===== src/rtl/dmem_pkg.sv =====
// dmem_pkg: size encodings, FSM state enum and misalignment rule shared by the data-memory master
package dmem_pkg;
  localparam logic [1:0] SIZE_BYTE = 2'b00;
  localparam logic [1:0] SIZE_HALF = 2'b01;
  localparam logic [1:0] SIZE_WORD = 2'b10;
  typedef enum logic [1:0] {IDLE, BUSY, DONE} dmem_state_t;
  function automatic logic is_misaligned(input logic [1:0] size, input logic [1:0] lo);
    return (size == SIZE_HALF && lo[0]) || (size[1] && lo != 2'b00);
  endfunction
endpackage


===== src/rtl/dmem_align.sv =====
// dmem_align: byte-lane select, store replication and load extraction/extension (we/size/lo/uns/wdata/bus_rdata in; sel/store_data/load_data out)
module dmem_align import dmem_pkg::*; (
  input  logic        we,
  input  logic [1:0]  size,
  input  logic [1:0]  lo,
  input  logic        uns,
  input  logic [31:0] wdata,
  input  logic [31:0] bus_rdata,
  output logic [3:0]  sel,
  output logic [31:0] store_data,
  output logic [31:0] load_data
);
  logic [31:0] shifted;
  always_comb begin
    shifted = bus_rdata >> {lo, 3'b000};
    sel = (!we || size[1]) ? 4'hf : (size == SIZE_HALF) ? 4'b0011 << lo : 4'b0001 << lo;
    store_data = size[1] ? wdata : (size == SIZE_HALF) ? {2{wdata[15:0]}} : {4{wdata[7:0]}};
    load_data = size[1] ? shifted :
                (size == SIZE_HALF) ? {{16{~uns & shifted[15]}}, shifted[15:0]} :
                {{24{~uns & shifted[7]}}, shifted[7:0]};
  end
endmodule


===== src/rtl/dmem_master.sv =====
// dmem_master: MEM-stage load/store to Wishbone classic initiator (req/we/addr/wdata/size/unsigned in; rdata/busy/misaligned out; wb_* bus)
module dmem_master import dmem_pkg::*; #(
  parameter int ADDR_WIDTH = 32,
  parameter int DATA_WIDTH = 32
) (
  input  logic                  clk_i,
  input  logic                  rst_ni,
  input  logic                  req_i,
  input  logic                  we_i,
  input  logic [ADDR_WIDTH-1:0] addr_i,
  input  logic [DATA_WIDTH-1:0] wdata_i,
  input  logic [1:0]            size_i,
  input  logic                  unsigned_i,
  output logic [DATA_WIDTH-1:0] rdata_o,
  output logic                  busy_o,
  output logic                  misaligned_o,
  output logic                  wb_cyc_o,
  output logic                  wb_stb_o,
  output logic                  wb_we_o,
  output logic [ADDR_WIDTH-1:0] wb_adr_o,
  output logic [DATA_WIDTH-1:0] wb_dat_o,
  output logic [3:0]            wb_sel_o,
  input  logic [DATA_WIDTH-1:0] wb_dat_i,
  input  logic                  wb_ack_i
);
  dmem_state_t state, state_n;
  logic [ADDR_WIDTH-1:0] addr_q;
  logic [31:0] wdata_q, st_data, ld_data;
  logic [1:0] size_q;
  logic we_q, uns_q, mis;
  logic [3:0] sel;
  dmem_align u_align (
    .we(we_q), .size(size_q), .lo(addr_q[1:0]), .uns(uns_q), .wdata(wdata_q),
    .bus_rdata(wb_dat_i), .sel(sel), .store_data(st_data), .load_data(ld_data)
  );
  always_comb begin
    mis = is_misaligned(size_i, addr_i[1:0]);
    state_n = (state == IDLE) ? (req_i ? (mis ? DONE : BUSY) : IDLE) :
              (state == BUSY) ? (wb_ack_i ? DONE : BUSY) : IDLE;
    busy_o = (state == IDLE && req_i) || state == BUSY;
  end
  always_ff @(posedge clk_i or negedge rst_ni) begin
    if (!rst_ni) begin
      state <= IDLE;
      misaligned_o <= 1'b0;
      rdata_o <= '0;
      addr_q <= '0;
      wdata_q <= '0;
      size_q <= SIZE_WORD;
      we_q <= 1'b0;
      uns_q <= 1'b0;
    end else begin
      state <= state_n;
      misaligned_o <= state == IDLE && req_i && mis;
      if (state == IDLE && req_i && !mis) begin
        addr_q <= addr_i;
        wdata_q <= wdata_i;
        size_q <= size_i;
        we_q <= we_i;
        uns_q <= unsigned_i;
      end
      if (state == BUSY && wb_ack_i && !we_q) rdata_o <= ld_data;
    end
  end
  assign wb_cyc_o = state == BUSY;
  assign wb_stb_o = state == BUSY;
  assign wb_we_o = state == BUSY && we_q;
  assign wb_sel_o = (state == BUSY) ? sel : 4'h0;
  assign wb_adr_o = {addr_q[ADDR_WIDTH-1:2], 2'b00};
  assign wb_dat_o = st_data;
endmodule


===== config.mk =====
export PLATFORM = sky130hd
export DESIGN_NAME = dmem_master
export DESIGN_NICKNAME = d
export VERILOG_FILES = /design/src/rtl/dmem_pkg.sv /design/src/rtl/dmem_align.sv /design/src/rtl/dmem_master.sv
export SDC_FILE = /design/constraint.sdc
export NUM_CORES = 1
export LEC_CHECK = 0
export ABC_CLOCK_PERIOD_IN_PS = 5400
export BUFFER_PORTS_ARGS = -buffer_cell sky130_fd_sc_hd__buf_4
export CAP_MARGIN = 40
export CORE_MARGIN = 2
export CORE_UTILIZATION = 25
export CTS_CLUSTER_DIAMETER = 150
export DETAILED_ROUTE_END_ITERATION = 10
export GPL_TIMING_DRIVEN = 0
export PLACE_DENSITY_LB_ADDON = 0.05
export SETUP_SLACK_MARGIN = 0.15
export SYNTH_ARGS = -nofsm -noshare
export SYNTH_HDL_FRONTEND = slang
export SYNTH_SLANG_ARGS = --single-unit

===== constraint.sdc =====
create_clock -name clk_i -period 5.4 [get_ports clk_i]
set_clock_uncertainty 0.2 [all_clocks]
set_input_delay 1.62 -clock clk_i [delete_from_list [all_inputs] [get_ports clk_i]]
set_output_delay 1.62 -clock clk_i [all_outputs]
set_load 0.005 [all_outputs]

# Yosys cells after proc, flatten, opt, wreduce, memory -nomap -nowiden
# Index checks and enable logic that the tools add are counted.
totals:
  reg_bits: 103
  in_bits: 104
  wordCells: 44
op_classes:
  n_eq_ne: 3
  n_shift: 3
  n_mux: 12
  bitwise: 3
  n_reduce_logical: 15
op_table:
  columns: ["cell", "count"]
  rows:
  - ["two-way mux 32 bit", 4]
  - ["right shift 32 x 5 -> 32 bit", 1]
  - ["two-way mux 4 bit", 3]
  - ["two-way mux 2 bit", 5]
  - ["logical AND 1 bit", 8]
  - ["equality test 2 x 1 -> 1 bit (second input constant)", 3]
  - ["<< shifter 1 x 2 -> 4 bit (first input constant)", 1]
  - ["<< shifter 2 x 2 -> 4 bit (first input constant)", 1]
  - ["logical OR 1 bit", 3]
  - ["AND 1 bit", 2]
  - ["zero test 1 bit", 2]
  - ["zero test 2 bit", 1]
  - ["nonzero test 2 bit", 1]
  - ["inverter 1 bit", 1]

# Logic depth before layout (Yosys ltp)
logic_depth:
  depth_word: 6
  depth_mapped: 7

# Cells and area by module
# A second synthesis with hierarchy kept.
hier_totals:
  hier_cells: 459
  hier_area_um2: 5665.4
modules_own_cells:
  columns: ["module", "instances", "cells_per_inst", "area_each_um2"]
  rows:
  - ["dmem_master", 1, 277, 4384.2]
  - ["dmem_align", 1, 182, 1281.2]

# Worst setup path after synthesis
# No wires, ideal clock.
synth_timing:
  path_kind: "input to output"
  startpoint: "in req_i"
  endpoint: "out busy_o"
  arrival_ns: 1.743
  required_time_ns: 3.580
  path_slack_ns: 1.837
  stages: 2
  path_buffers: 0
  cell_sequence: "nor2_1 > nor2_1"
synth_between:
  elab_chain_len: 2
synth_lines:
  columns: ["item", "line_no", "source"]
  rows:
  - ["start: declaration", "dmem_master.sv:8", "input logic req_i,"]
  - ["logical AND 1 bit", "dmem_master.sv:40", "busy_o = (state == IDLE && req_i) || state == BUSY;"]
  - ["logical OR 1 bit", "dmem_master.sv:40", null]
  - ["end: declaration", "dmem_master.sv:15", "output logic busy_o,"]
# Every way passes these cells.

# Worst setup path after layout
layout_timing:
  startpoint: "reg size_q[1]"
  endpoint: "out wb_dat_o[8]"
layout_between:
  elab_chain_len: 3
layout_lines:
  columns: ["item", "line_no", "source"]
  rows:
  - ["start: declaration", "dmem_master.sv:29", "logic [1:0] size_q;"]
  - ["start signal: assignment", "dmem_master.sv:58", "size_q <= size_i;"]
  - ["equality test 2 x 1 -> 1 bit", "dmem_align.sv:17", "store_data = size[1] ? wdata : (size == SIZE_HALF) ? {2{wdata[15:0]}} : {4{wdata[7:0]}};"]
  - ["two-way mux 32 bit", "dmem_align.sv:17", null]
  - ["two-way mux 32 bit *", "dmem_align.sv:17", null]
  - ["end: declaration", "dmem_master.sv:21", "output logic [DATA_WIDTH-1:0] wb_dat_o,"]
# Mark *: on every way between the ends. The rest lies on a longest branch, timed or not.

==> flow_summary.ini <==
[synthesis]
synth_area_per_cell_um2 = 11.9
yosysTopAreaCell = dfrtp_1
synth_top_area_share_pct = 50.0
synth_top_family_by_area = multiplexers
synth.distinct_cells = 35
syn_inst = 429
yosysWarnings = 0
synth_compound_area_share_pct = 9.29
synthSimpleGateAreaFrac_pct = 5.69
ys_ff_latch = 103
synth_fa_ha_area_share_pct = 0
synth.area.mux_share_pct = 25.7
synth_seq_area_share_pct = 50.5
synth_xor_area_share_pct = 0
synth.top_cells.by_area = dfrtp_1 50%, mux2_2 20%, buf_4 6.0%
mappedNetlistArea_um2 = 5100

[routing]
antenna_left = 0
dr.first_iter.drc_count = 62
wl_per_cell_um = 17.1
drc = 0
detail_route.first_pass.iterations = 4
wl_um = 15800
viasPerCell = 4.41
vias = 4068

[global_route]
grt_pass1_wl_um = 24500
grt_overflow = 0
first_global_vias = 4266
antenna_found_initial = 0
grt_max_degree = 61
grtUsageTotal_pct = 14.8

[cts]
ctsRootBufferMaster = clkbuf_16
insertion_delay_ns = 0.34
ctsResizeCount = 0
cts_made_buffers = 9
htree_num_levels = 3
post-cts-setup-buffers = 0
cts_hold_buffers = 0
cts_tree = done
cts_buffer_depth = 2
clk_pin_slew_ns = 0.07
cts_num_sinks = 103

[cells_and_area]
final_cell_mix = 247 x buf_4, 102 x dfrtp_1, 92 x mux2_2
regArea_um2 = 2580
num-fill-cells = 2024
nets = 752
diodes = 0
multiInputGateArea_um2 = 2090
final_common_cell = buf_4
fin_util_pct = 36.4
syn_to_final_growth_pct = 43.5
layout-drive-gt1-share_pct = 56.0

[critical_path]
critical_path_required_ns = 3.58
path_delay_family = buffers and inverters
worstSetupPathType = register to output port
crit_slowest_cell = clkbuf_1
crit_path_end_kind = output port
critPathMaxStageDelay_ns = 0.63
worstPathArrival_ns = 2.68
cp_common_cell = clkbuf_1
worstPathCellList = clkbuf_1, nor2_1, clkbuf_1, mux2_2, buf_4
path_max_fanout = 10
worst-path-buf-inv = 3
crit_cells = 5
critPathLaunchType = register
reg2reg_depth = 6

[sta]
timing.final.hold_violations = 0
finalMaxSlewViolations = 0
tns_ns = 0
setup_viol = 0
period_share_pct = 83.3
post-route-min-period_ns = 4.50
worst_slew_pin_slew_ns = 0.749
max_freq_ghz = 0.222
slew_headroom_pct = 50.1
grt_setup_unrepaired = no

[flow_run]
max_cap_viol_count = 0

[power_and_ir_drop]
power_density_nw_per_um2 = 511
vdd_ir_drop_max_uv = 167
power_leakage_nw = 3.49

[placement]
gp_congestion = 0.788
port_buffers = 206
place_hpwl_um = 11900

[floorplan]
pin_count = 209
initial_core_util_pct = 25.4
die_w_um = 147
core_um2 = 20100
rows = 52
dieHeight_um = 147
die_area_um2 = 21600

[run_status]
status = complete, no violations

[worst_hold_path]
hold_path_depth = 2
worst_hold_path_type = register to register
==> stage by stage <==
stage	hold WS [ns]	total power, W	worst slack [ns]	cell area, µm²	std cells
after floorplan	0.273	0.00221	1.84	5110	430
after global placement	0.280	0.00309	1.21	6990	906
after detailed placement	0.284	0.00311	1.21	7020	907
after CTS	0.299	0.00381	0.823	7320	923
after global routing	0.318	0.00402	0.710	7320	923
final	0.295	0.00374	0.900	7320	923
==> power by group <==
part | switching (W) | internal [W] | total, W | leakage [nW]
Clock | 0.000291 | 0.000387 | 0.000678 | 0.147
Sequential | 0.000197 | 0.00109 | 0.00129 | 1.25
Combinational | 0.000707 | 0.00107 | 0.00177 | 2.10
==> cell usage after synthesis <==
cell and instances:
o221ai_1 1, dfstp_2 1, conb_1 1, and2_1 1
nand2_1 33, a22o_1 8, nand3b_1 1, a21o_1 2
nor2b_1 4, nor2_1 13, dfrtp_1 102, a221o_1 8
o211ai_1 9, buf_6 2, nand3_1 1, inv_1 1
or2_2 1, mux2i_1 24, buf_1 9, o21bai_1 1
or3b_1 1, nand4_1 1, mux2_2 92, buf_4 41
mux4_2 1, mux2_4 1, clkbuf_1 13, a21oi_1 20
nor3b_2 1, and4_4 1, buf_2 5, nor3_1 1
o21ai_0 25, nand2b_1 2, nand4bb_1 1
==> worst register-to-register path, delay by kind of cell, from the launching register on <==
family / cells / cell delay, ns
buffers and inverters: 2 / 0.92
DFF: 1 / 0.54
AOI/OAI and AO/OA: 3 / 0.54
and+or+nand+nor: 1 / 0.27
==> metal layers <==
metal / global-route usage (%) / vias to the layer above / share of wire [%]
met5: 0 / - / 0
met1: 19.3 / 1989 / 44
met2: 23.5 / 143 / 47
met4: 5.49 / 0 / 1.9
met3: 4.07 / 18 / 6.8
li1: - / 1918 / -
==> layout make-up <==
class,instances,area share (%)
sequential,103,35.2
multi-input combinational,256,28.5
timing repair buffer,207,21.5
buffer,70,5.98
tap,270,4.61
clock buffer,14,3.61
clock inverter,2,0.530
inverter,1,0.0513
==> path summary, 6_finish.rpt <==
| kind | slack, ns | from | to |
|---|---|---|---|
| setup reg to reg | 2.82 | size_q[1]$_DFFE_PN1P_ | rdata_o[13]$_DFFE_PN0P_ |
| hold / removal | 0.30 | rdata_o[0]$_DFFE_PN0P_ | rdata_o[0]$_DFFE_PN0P_ |
| min in group asynchronous | 1.08 | rst_ni | rdata_o[16]$_DFFE_PN0P_ |
| hold reg to reg | 0.30 | rdata_o[0]$_DFFE_PN0P_ | rdata_o[0]$_DFFE_PN0P_ |
| setup / recovery | 0.90 | size_q[1]$_DFFE_PN1P_ | wb_dat_o[8] |
| max in group asynchronous | 3.19 | rst_ni | wdata_q[7]$_DFFE_PN0P_ |
==> flip-flops by register name, indices dropped and copies added, names as in the netlist <==
signal / flops
we_q: 1
uns_q: 1
wdata_q: 32
state: 2
size_q: 2
rdata_o: 32
misaligned_o: 1
addr_q: 32
==> cells by family after synthesis <==
kind of cell,after synthesis
compound gates,74
simple gates,62
mux,118
flops,103
other cells,1
buf+inv,71
(Power assumes the default switching activity.)
